===== config.mk =====
export PLATFORM = sky130hd
export DESIGN_NAME = transmitter
export DESIGN_NICKNAME = d
export VERILOG_FILES = /design/src/rtl/transmitter.sv
export SDC_FILE = /design/constraint.sdc
export NUM_CORES = 1
export LEC_CHECK = 0
export ABC_AREA = 1
export BUFFER_PORTS_ARGS = -buffer_cell sky130_fd_sc_hd__clkbuf_2
export CAP_MARGIN = 25
export CORE_MARGIN = 4
export CORE_UTILIZATION = 52
export DETAILED_ROUTE_END_ITERATION = 8
export PLACE_DENSITY = 0.72
export SYNTH_ARGS = -nofsm -noshare
export SYNTH_HDL_FRONTEND = slang
export SYNTH_SLANG_ARGS = --single-unit

===== constraint.sdc =====
create_clock -name clk -period 1.55 [get_ports clk]
set_input_delay 0.31 -clock clk [delete_from_list [all_inputs] [get_ports clk]]
set_output_delay 0.31 -clock clk [all_outputs]
set_load 0.01 [all_outputs]

===== src/rtl/transmitter.sv =====
// rtl/transmitter.sv - serial frame transmitter: start, LSB-first payload, even parity, stop
// One-entry holding register lets the next byte queue behind the current frame.
module transmitter #(
    parameter int DATA_WIDTH = 8
) (
    input  logic                  clk,
    input  logic                  arst,
    input  logic                  in_valid,
    output logic                  in_ready,
    input  logic [DATA_WIDTH-1:0] in_data,
    output logic                  out_bit,
    output logic                  busy,
    output logic                  done
);
    localparam int CW = (DATA_WIDTH > 1) ? $clog2(DATA_WIDTH) : 1;
    localparam logic [CW-1:0] LAST_BIT = CW'(DATA_WIDTH - 1);

    typedef enum logic [2:0] {
        S_IDLE,
        S_START,
        S_DATA,
        S_PARITY,
        S_STOP
    } state_t;

    state_t                  state_q, state_d;
    logic [DATA_WIDTH-1:0]   shift_q, shift_d;
    logic [DATA_WIDTH-1:0]   hold_q, hold_d;
    logic                    hold_valid_q, hold_valid_d;
    logic [CW-1:0]           bit_cnt_q, bit_cnt_d;
    logic                    out_bit_q, out_bit_d;
    logic                    hs;
    logic                    load_point;

    assign in_ready = !hold_valid_q && !arst;
    assign hs       = in_valid && in_ready;
    assign busy     = (state_q != S_IDLE);
    assign done     = (state_q == S_STOP);
    assign out_bit  = out_bit_q;

    always_comb begin
        state_d      = state_q;
        shift_d      = shift_q;
        hold_d       = hold_q;
        hold_valid_d = hold_valid_q;
        bit_cnt_d    = bit_cnt_q;
        load_point   = 1'b0;

        case (state_q)
            S_IDLE, S_STOP: load_point = 1'b1;
            S_START: begin
                state_d   = S_DATA;
                bit_cnt_d = '0;
            end
            S_DATA: begin
                if (bit_cnt_q == LAST_BIT) begin
                    state_d = S_PARITY;
                end else begin
                    bit_cnt_d = bit_cnt_q + 1'b1;
                end
            end
            S_PARITY: state_d = S_STOP;
            default:  state_d = S_IDLE;
        endcase

        // The held byte wins at a load point; in_ready is low then, so no handshake can collide.
        if (load_point) begin
            if (hold_valid_q) begin
                shift_d      = hold_q;
                hold_valid_d = 1'b0;
                state_d      = S_START;
            end else if (hs) begin
                shift_d = in_data;
                state_d = S_START;
            end else begin
                state_d = S_IDLE;
            end
        end else if (hs) begin
            hold_d       = in_data;
            hold_valid_d = 1'b1;
        end

        case (state_d)
            S_START:  out_bit_d = 1'b1;
            S_DATA:   out_bit_d = shift_d[bit_cnt_d];
            S_PARITY: out_bit_d = ^shift_d;
            S_STOP:   out_bit_d = 1'b1;
            default:  out_bit_d = 1'b0;
        endcase
    end

    always_ff @(posedge clk or posedge arst) begin
        if (arst) begin
            state_q      <= S_IDLE;
            shift_q      <= '0;
            hold_q       <= '0;
            hold_valid_q <= 1'b0;
            bit_cnt_q    <= '0;
            out_bit_q    <= 1'b0;
        end else begin
            state_q      <= state_d;
            shift_q      <= shift_d;
            hold_q       <= hold_d;
            hold_valid_q <= hold_valid_d;
            bit_cnt_q    <= bit_cnt_d;
            out_bit_q    <= out_bit_d;
        end
    end
endmodule


==> qor.yml <==
run_status:
  outcome: "finished with violations"
  violations: "negative setup slack"
sta:
  period_needed_ns: 1.639
  maxSlewViolCount: 0
  relSlewSlack_pct: 70.21
  rsz0062_at_grt: "yes"
  worstMarginPinSlew_ns: 0.4463
  finalHoldViolCount: 0
  skew_ns: 0.01561
  timing.final.crit_share_pct: 105.8
  max_freq_ghz: 0.6100
  final-setup-viol-count: 3
  setup_slack_ns: -0.08934
placed_design:
  gp_congestion: 0.7442
  port-buffer-count: 14
  dp_hpwl_um: 2248
setup_path:
  critical_path_class: "reg -> reg"
  startpoint_type: "flop"
  arrival_ns: 1.83
  timing.rr.end: "out_bit"
  r2r_setup_slack_ns: -0.09
  r2r_cells: 14
  end_kind: "flop"
  cp_max_fo: 9
  reg2reg_from: "hold_valid_q"
  critical_path_required_ns: 1.75
drt:
  vias_per_cell: 4.817
  drc_errors: 0
  wl_um: 2958
  drt-pass1-iter-count: 4
  drtIter0Drc: 43
  vias: 1339
  wl_per_cell_um: 10.64
  postRouteAntennaNets: 0
clock_network:
  cts.clk_slew.worst_paths_ns: 0.14
  clock-root-buffer: "clkbuf_4"
  cts_tree: "yes"
  htree_num_levels: 1
  clock-sinks: 24
  cts_buffers: 3
  clockBufferDepth: 2
  clk_latency_ns: 0.31
synthesis:
  synth.distinct_cells: 20
  syn-instance-count: 208
  synth_top_area_share_pct: 40.78
  synth.area.top_cells: "dfrtp_1 41%, nand2_1 21%, inv_1 6.4%"
  avgSynthCellArea_um2: 7.080
  ys_ff_latch: 24
  synth_top_cell_by_area: "dfrtp_1"
  synthesis.area_mm2: 0.001473
  syn_nets: 220
  yosysWarnings: 0
  yosysSeqAreaShare_pct: 40.78
die:
  core-area_mm2: 0.002734
  start_util_pct: 53.87
  io_pins: 15
  die_y_um: 61.22
  die_area_mm2: 0.003747
  rows: 19
  die_w_um: 61.22
pwr:
  total_power_mw: 4.480
  p_per_area_mw_per_mm2: 2406
  peakVddDrop_uv: 1534
  total_leakage_power_nw: 1.063
finish:
  diodes: 0
  syn2layout_area_growth_pct: 26.42
  drive_above_1_share_pct: 34.41
  final_net_count: 260
  fin_util_pct: 68.10
hold_path:
  hold_class: "in -> async"
global_route:
  grt_pass1_vias: 1301
  antenna_found_initial: 0
  grt_max_degree: 17
  grt.total_usage_pct: 18.79
  grt_pass1_wl_um: 5306
  grt-ovfl-total: 0
flow_run:
  max_cap_violations: 0
sequential cells by signal (all words and copies together), names as in the netlist:
signal	flops
bit_cnt_q	3
out_bit	1
shift_q	8
state_q	3
hold_valid_q	1
hold_q	8
report_power, final:
part	total [mW]	internal [mW]	leakage (nW)	switching [mW]
Clock	0.325	0.143	0.0210	0.182
Sequential	1.09	0.931	0.288	0.158
Combinational	3.07	1.34	0.754	1.73
Total	4.48	2.41	1.06	2.07
placed cells by master, fill, tap and decap left out, types with 3 or more instances in the layout:
cell      count
buf_4        19
buf_6         4
clkbuf_2     12
clkbuf_4      3
dfrtp_1      23
inv_1        23
inv_2        14
nand2_1      75
nand2_2      15
nand3_1      17
nor2_4        3
o21ai_0       9
or2_0         8
layout make-up:
| type | instances | area [um2] |
|---|---|---|
| Timing Repair Buffer | 37 | 272.8 |
| Multi-Input combinational cell | 144 | 767.0 |
| Sequential cell | 24 | 601.8 |
| Inverter | 38 | 145.1 |
| Fill cell | 241 | 872.1 |
| Clock buffer | 4 | 36.28 |
| Tap cell | 31 | 38.79 |
worst max-delay path, cell delays in order (launching register included):
cell     delay (ns)
dfrtp_2        0.48
inv_4          0.08
or2_0          0.21
nand2_1        0.07
nand2_1        0.07
nand2_2        0.09
inv_2          0.04
nand2_1        0.07
nand2_2        0.08
inv_2          0.05
nand2_1        0.04
nand2_1        0.06
nand2_1        0.05
nand3_1        0.07
nand3_1        0.07
cell families after synthesis:
| kind of cell | Yosys count | share of synthesized area [%] |
|---|---|---|
| simple gates | 127 | 39.00 |
| compound gates | 13 | 6.117 |
| buf+inv | 41 | 11.04 |
| xor+xnor | 2 | 2.209 |
| fa+ha+maj | 1 | 0.8495 |
| flops | 24 | 40.78 |
cell usage after synthesis:
cell and instances:
nand2_1 82, inv_1 25, dfrtp_1 24, nand3_1 18
inv_2 13, nand2_2 10, o21ai_0 9, or2_0 8
nor2_1 4, nand3b_1 2, nor2_4 2, o21ai_4 2
xnor2_2 2, a21oi_1 1, buf_2 1, buf_6 1
clkbuf_1 1, ha_1 1, nand2_4 1, o211ai_1 1
what timing repair did:
action                                  4_1_cts  5_1_grt
gates cloned                                  1        0
hold buffers                                  0        0
pin swaps                                     2        7
endpoints found under the setup margin        3        4
setup buffers                                 2        4
gates resized for setup                       8       15
per-layer routing:
metal  up-vias  routed length [um]  GRT usage (%)
li1        706                   -              -
met1       612                1420          26.32
met2        17                1419          30.21
met3         4                  91          3.145
met4         0                  27          4.954
met5         -                   0              0
worst max-delay path by stage:
stage                            start  cells after the start      end  slack [ns]
after global routing        state_q[1]                     13  out_bit       -0.23
after detailed placement          arst                     15  out_bit       -0.11
after global placement            arst                     15  out_bit       -0.07
after floorplan             state_q[1]                     13  out_bit        0.07
after CTS                 hold_valid_q                     14  out_bit       -0.06
final                     hold_valid_q                     14  out_bit       -0.09
metrics by stage:
stage / instance area [um2] / hold WS [ns] / TNS, ns / std cells / setup slack, ns
2_1_floorplan: 1473 / 0.3246 / 0 / 208 / 0.06836
3_3_place_gp: 1702 / 0.3881 / -0.06807 / 267 / -0.06807
3_5_place_dp: 1702 / 0.3948 / -0.1098 / 267 / -0.1098
4_1_cts: 1777 / 0.07136 / -0.1475 / 274 / -0.05884
5_1_grt: 1862 / 0.1034 / -0.5152 / 278 / -0.2287
6_report: 1862 / 0.07511 / -0.1902 / 278 / -0.08934
No activity file was read; power rests on OpenSTA's default activity.
